==> src/rtl/muldiv_iter.sv <==
// Iterative MULT/MULTU/DIV/DIVU unit: shift-add multiplier retiring MUL_STEP bits per cycle,
// radix-2 restoring divider. Define MULDIV_ACC_EN to enable MADD/MADDU/MSUB/MSUBU accumulation.
module muldiv_iter #(
    parameter int WIDTH    = 32,
    parameter int MUL_STEP = 4
) (
    input  logic               clk,
    input  logic               reset,
    input  logic               flush,
    input  logic               in_valid,
    output logic               in_ready,
    input  logic [2:0]         op,
    input  logic [WIDTH-1:0]   a,
    input  logic [WIDTH-1:0]   b,
    input  logic [2*WIDTH-1:0] hilo_in,
    output logic               out_valid,
    input  logic               out_ready,
    output logic [WIDTH-1:0]   hi,
    output logic [WIDTH-1:0]   lo
);
    localparam int MUL_CYC = WIDTH / MUL_STEP;
    localparam int CW      = $clog2(WIDTH);

    typedef enum logic [2:0] {S_IDLE, S_MUL, S_DIV, S_FIX, S_DONE} state_t;

    typedef struct packed {
        logic               is_div;
        logic               neg_a;    // operand sign, already qualified by signed op
        logic               neg_b;
        logic               b_zero;
`ifdef MULDIV_ACC_EN
        logic               acc;
        logic               acc_sub;
        logic [2*WIDTH-1:0] hilo;
`endif
    } req_t;

    state_t           state;
    req_t             req;
    logic [CW-1:0]    cnt;
    logic [WIDTH-1:0] opnd;   // multiplicand magnitude (mul) or divisor magnitude (div)
    logic [WIDTH-1:0] p_hi;   // product upper half / partial remainder
    logic [WIDTH-1:0] p_lo;   // multiplier shifting out, product lower half / quotient

    // Operand decode at accept
    logic             sgn_op, is_div_op;
    logic [WIDTH-1:0] a_mag, b_mag;

    assign sgn_op    = !op[0];
    assign is_div_op = (op[2:1] == 2'b01);
    assign a_mag     = (sgn_op && a[WIDTH-1]) ? -a : a;
    assign b_mag     = (sgn_op && b[WIDTH-1]) ? -b : b;

    assign in_ready  = (state == S_IDLE) && !reset;

    // Multiply step: add opnd * chunk into the upper half, then shift the whole product right
    logic [WIDTH+MUL_STEP-1:0] mul_part, mul_sum;
    assign mul_part = {{MUL_STEP{1'b0}}, opnd} * {{WIDTH{1'b0}}, p_lo[MUL_STEP-1:0]};
    assign mul_sum  = {{MUL_STEP{1'b0}}, p_hi} + mul_part;

    // Restoring divide step
    logic [WIDTH:0] div_sh, div_diff;
    assign div_sh   = {p_hi, p_lo[WIDTH-1]};
    assign div_diff = div_sh - {1'b0, opnd};

    // Sign correction / accumulate, evaluated while in FIX
    logic [2*WIDTH-1:0] prod, res_mul;
    logic [WIDTH-1:0]   quo, rem, fix_hi, fix_lo;

    always_comb begin
        prod = {p_hi, p_lo};
        if (req.neg_a ^ req.neg_b)
            prod = -prod;
        res_mul = prod;
`ifdef MULDIV_ACC_EN
        if (req.acc)
            res_mul = req.acc_sub ? (req.hilo - prod) : (req.hilo + prod);
`endif
        quo = p_lo;
        rem = p_hi;
        if (req.neg_a ^ req.neg_b)
            quo = -quo;
        if (req.neg_a)
            rem = -rem;
        // Divide by zero leaves the dividend in rem, so only the quotient needs forcing
        if (req.b_zero)
            quo = '1;
        fix_hi = req.is_div ? rem : res_mul[2*WIDTH-1:WIDTH];
        fix_lo = req.is_div ? quo : res_mul[WIDTH-1:0];
    end

`ifndef MULDIV_ACC_EN
    logic unused_hilo;
    assign unused_hilo = ^hilo_in;
`endif

    always_ff @(posedge clk) begin
        if (reset) begin
            state     <= S_IDLE;
            out_valid <= 1'b0;
            hi        <= '0;
            lo        <= '0;
            cnt       <= '0;
            opnd      <= '0;
            p_hi      <= '0;
            p_lo      <= '0;
            req       <= '0;
        end else if (flush) begin
            state     <= S_IDLE;
            out_valid <= 1'b0;
            cnt       <= '0;
        end else begin
            case (state)
                S_IDLE: if (in_valid) begin
                    req.is_div  <= is_div_op;
                    req.neg_a   <= sgn_op && a[WIDTH-1];
                    req.neg_b   <= sgn_op && b[WIDTH-1];
                    req.b_zero  <= (b == '0);
`ifdef MULDIV_ACC_EN
                    req.acc     <= op[2];
                    req.acc_sub <= op[1];
                    req.hilo    <= hilo_in;
`endif
                    opnd  <= is_div_op ? b_mag : a_mag;
                    p_lo  <= is_div_op ? a_mag : b_mag;
                    p_hi  <= '0;
                    cnt   <= '0;
                    state <= is_div_op ? S_DIV : S_MUL;
                end
                S_MUL: begin
                    p_hi <= mul_sum[WIDTH+MUL_STEP-1:MUL_STEP];
                    p_lo <= {mul_sum[MUL_STEP-1:0], p_lo[WIDTH-1:MUL_STEP]};
                    cnt  <= cnt + 1'b1;
                    if (cnt == CW'(MUL_CYC-1)) begin
                        cnt   <= '0;
                        state <= S_FIX;
                    end
                end
                S_DIV: begin
                    if (!div_diff[WIDTH]) begin
                        p_hi <= div_diff[WIDTH-1:0];
                        p_lo <= {p_lo[WIDTH-2:0], 1'b1};
                    end else begin
                        p_hi <= div_sh[WIDTH-1:0];
                        p_lo <= {p_lo[WIDTH-2:0], 1'b0};
                    end
                    cnt <= cnt + 1'b1;
                    if (cnt == CW'(WIDTH-1)) begin
                        cnt   <= '0;
                        state <= S_FIX;
                    end
                end
                S_FIX: begin
                    hi        <= fix_hi;
                    lo        <= fix_lo;
                    out_valid <= 1'b1;
                    state     <= S_DONE;
                end
                S_DONE: if (out_ready) begin
                    out_valid <= 1'b0;
                    state     <= S_IDLE;
                end
                default: state <= S_IDLE;
            endcase
        end
    end
endmodule

==> config.mk <==
export PLATFORM = sky130hd
export DESIGN_NAME = muldiv_iter
export DESIGN_NICKNAME = d
export VERILOG_FILES = /design/src/rtl/muldiv_iter.sv
export SDC_FILE = /design/constraint.sdc
export NUM_CORES = 1
export LEC_CHECK = 0
export CAP_MARGIN = 20
export CORE_MARGIN = 2
export CORE_UTILIZATION = 40
export DETAILED_ROUTE_END_ITERATION = 8
export HOLD_SLACK_MARGIN = 0.03
export PLACE_DENSITY_LB_ADDON = 0.15
export SYNTH_ARGS = -nofsm -noshare
export SYNTH_HDL_FRONTEND = slang
export SYNTH_SLANG_ARGS = --single-unit
==> constraint.sdc <==
create_clock -name clk -period 5 [get_ports clk]
set_clock_uncertainty 0.05 [all_clocks]
set_input_delay 0.5 -clock clk [delete_from_list [all_inputs] [get_ports clk]]
set_output_delay 0.5 -clock clk [all_outputs]
set_load 0.05 [all_outputs]
==> reports/qor.csv <==
metric,value,unit
syn_nets,2627,
ctsLongestPathBuffers,2,
synth_compound_area_frac,0.257,
die_area,0.0454,mm2
worstReg2RegEnd,p_hi[29],
synth_top_family_by_area,compound AO/OA/AOI/OAI gates,
drt_iter0_drc,1458,
hold_class,reg -> reg,
total_power,4.85,mW
synthDistinctLibCells,80,
p_leak,8.45,nW
grt_pass1_vias,16300,
maxSlewHeadroom,0.245,
reg2reg_from,p_lo[3],
rsz0062_at_grt,yes,
synthXorXnorAreaFrac,0.0856,
clk-insertion-delay-late,480,ps
synth_commonest_cells,"265 x nor2_1, 224 x inv_1, 192 x nand2_1",
start_util,0.406,
whs_endpoint,hi[27],
synth_area,0.0175,mm2
ios,202,
numCtsBuffers,17,
yosys.area_share.adder,0.164,
avgRoutedWirePerCell,20.7,um
hp-start,hi[27],
whs_path_depth,2,
grt_antenna_before_repair,1,
whs,403,ps
layout-drive-gt1-share,0.0952,
final-instance-count-excl-fill,3054,
htreeDepth,4,
firstDrtPassIters,6,
area_delta_synth_final,19.6,%
cts_sinks,173,
synth_largest_area_cell,dfxtp_1,
finalCritPeriodShare,0.967,
final-hold-violation-count,0,
route.vias.total,17633,
max_cap_violations,0,
cp_max_fo,16,
clk_pin_slew,70,ps
setup_tns,0,ps
ys_seq_area_frac,0.198,
drt-vias-per-instance,5.77,
path_class,reg -> reg,
r2r_setup_slack,170,ps
yosysTopAreaCellShare,0.198,
avgSynthCellArea,7.55,um2
end_kind,flop,
finalSetupViolations,0,
synth_cells,2317,
grt_pass1_wl,95900,um
synthMuxAreaShare,0.0169,
max_slew.worst_pin.slew,1120,ps
synth-seq-cells,173,
synth_most_common_cell,nor2_1,
async_reset_ff_frac,0,
dpl.cell_count,3019,
die_y,213,um
peakVddDrop,233,uV
yosysWarnings,0,
timing.final.max_slew_violations,0,
numPortBuffers,137,
cts_root_buf,clkbuf_16,
min_period,4830,ps
detailed_place_hpwl,50300,um
fin_nets,2765,
coreArea,0.0431,mm2
die_x,213,um
synth.area.top_cells,"dfxtp_1 20%, fa_1 11%, ha_1 5.9%, nor2_1 5.7%, a21oi_1 5.4%",
multi_input_area,0.0129,mm2
cp-startpoint,p_lo[3],
arrival,5130,ps
max_freq,207,MHz
ff_latch_area,0.00347,mm2
critPathLaunchType,flop,
num_rows,76,
yosys.area_share.simple,0.199,
worstPathRequired,5300,ps
fin_util,0.485,
synth_edf_count,0,
hold_buffers,0,
drt-total-wl,63300,um
n_fill_cell,4360,
cts_tree,done,
reg2reg_depth,17,
overflow,0,
grt_max_degree,97,
drc,0,
grt_usage,0.278,
ant_nets,0,
place_congestion,0.983,
synthFlopType,dfxtp_1,
p_per_area,232,mW/mm2
status,finished clean,
where the power goes:
part,internal (mW),leakage [nW],switching [mW]
Clock,0.717,0.290,0.659
Sequential,1.44,1.41,0.0998
Combinational,0.763,6.75,1.18
Total,2.92,8.45,1.94
sequential cells by signal, indices dropped and copies added, names as in the netlist:
register	count
req	4
lo	32
cnt	5
out_valid	1
hi	32
opnd	32
p_lo	32
p_hi	32
state	3
layer usage:
metal	vias to the layer above	GRT usage	part of all wire
li1	8416	-	-
met1	8506	0.389	0.45
met2	606	0.437	0.45
met3	105	0.0421	0.069
met4	0	0.0933	0.032
met5	-	0	0
worst max-delay path by stage:
stage	endpoint	slack [ps]	cells after the start
2_1_floorplan	p_hi[27]	140	19
4_1_cts	p_hi[27]	20	19
3_3_place_gp	p_hi[31]	-60	17
3_5_place_dp	p_hi[31]	-90	17
6_report	p_hi[29]	170	17
5_1_grt	p_hi[26]	-30	18
logic make-up (layout without fill, tap and decap cells):
family                     after synthesis  after routing
adders and majority gates              174            174
other                                    0              1
muxes                                   29             29
AOI/OAI and AO/OA                      666            666
DFF                                    173            173
and+or+nand+nor                        735            735
xor gates and xnor gates               171            171
buffers and inverters                  369            520
layout make-up:
class	instances	area share
Clock buffer	18	0.0210
Antenna cell	1	0.000120
Inverter	224	0.0402
Timing Repair Buffer	264	0.114
Sequential cell	173	0.166
Tap cell	585	0.0350
Clock inverter	14	0.00718
Multi-Input combinational cell	1775	0.617
layout by cell type (no fill, tap or decap), drive strengths merged, types with 17 or more instances in the layout:
cell type	count
mux2i	25
a211oi	106
nor4	26
nor3	42
fa	92
or4	18
ha	82
o21ai	78
o211ai	48
xnor2	98
clkbuf	18
nand4	17
inv	230
dfxtp	173
a31oi	27
a21oi	187
o31ai	27
xor2	73
nand3	22
nor2	266
clkdlybuf4s50	136
a221oi	50
nand2	192
a21o	34
buf	128
and2	68
o21a	19
timing repair:
item	4_1_cts	5_1_grt
endpoints found under the setup margin	9	16
buffers inserted	0	1
resized for setup	6	41
pin swaps	0	19
critical path, stage by stage, from the launching register on:
cell,delay (ps)
dfxtp_4,370
buf_4,170
buf_4,180
and2_1,180
fa_1,500
fa_1,560
inv_1,60
fa_1,490
inv_1,80
ha_1,340
inv_2,80
or4_4,570
o2111ai_4,260
o211ai_1,220
buf_4,200
mux2i_1,110
a32oi_1,180
o21ai_0,100
metrics by stage:
stage | setup slack, ps | area (um2)
3_3_place_gp | -55.7 | 20000
3_5_place_dp | -93.8 | 20000
5_1_grt | -33.8 | 20900
4_1_cts | 20.1 | 20600
6_report | 167 | 20900
2_1_floorplan | 135 | 17500
Power figures use the tool's default switching activity.
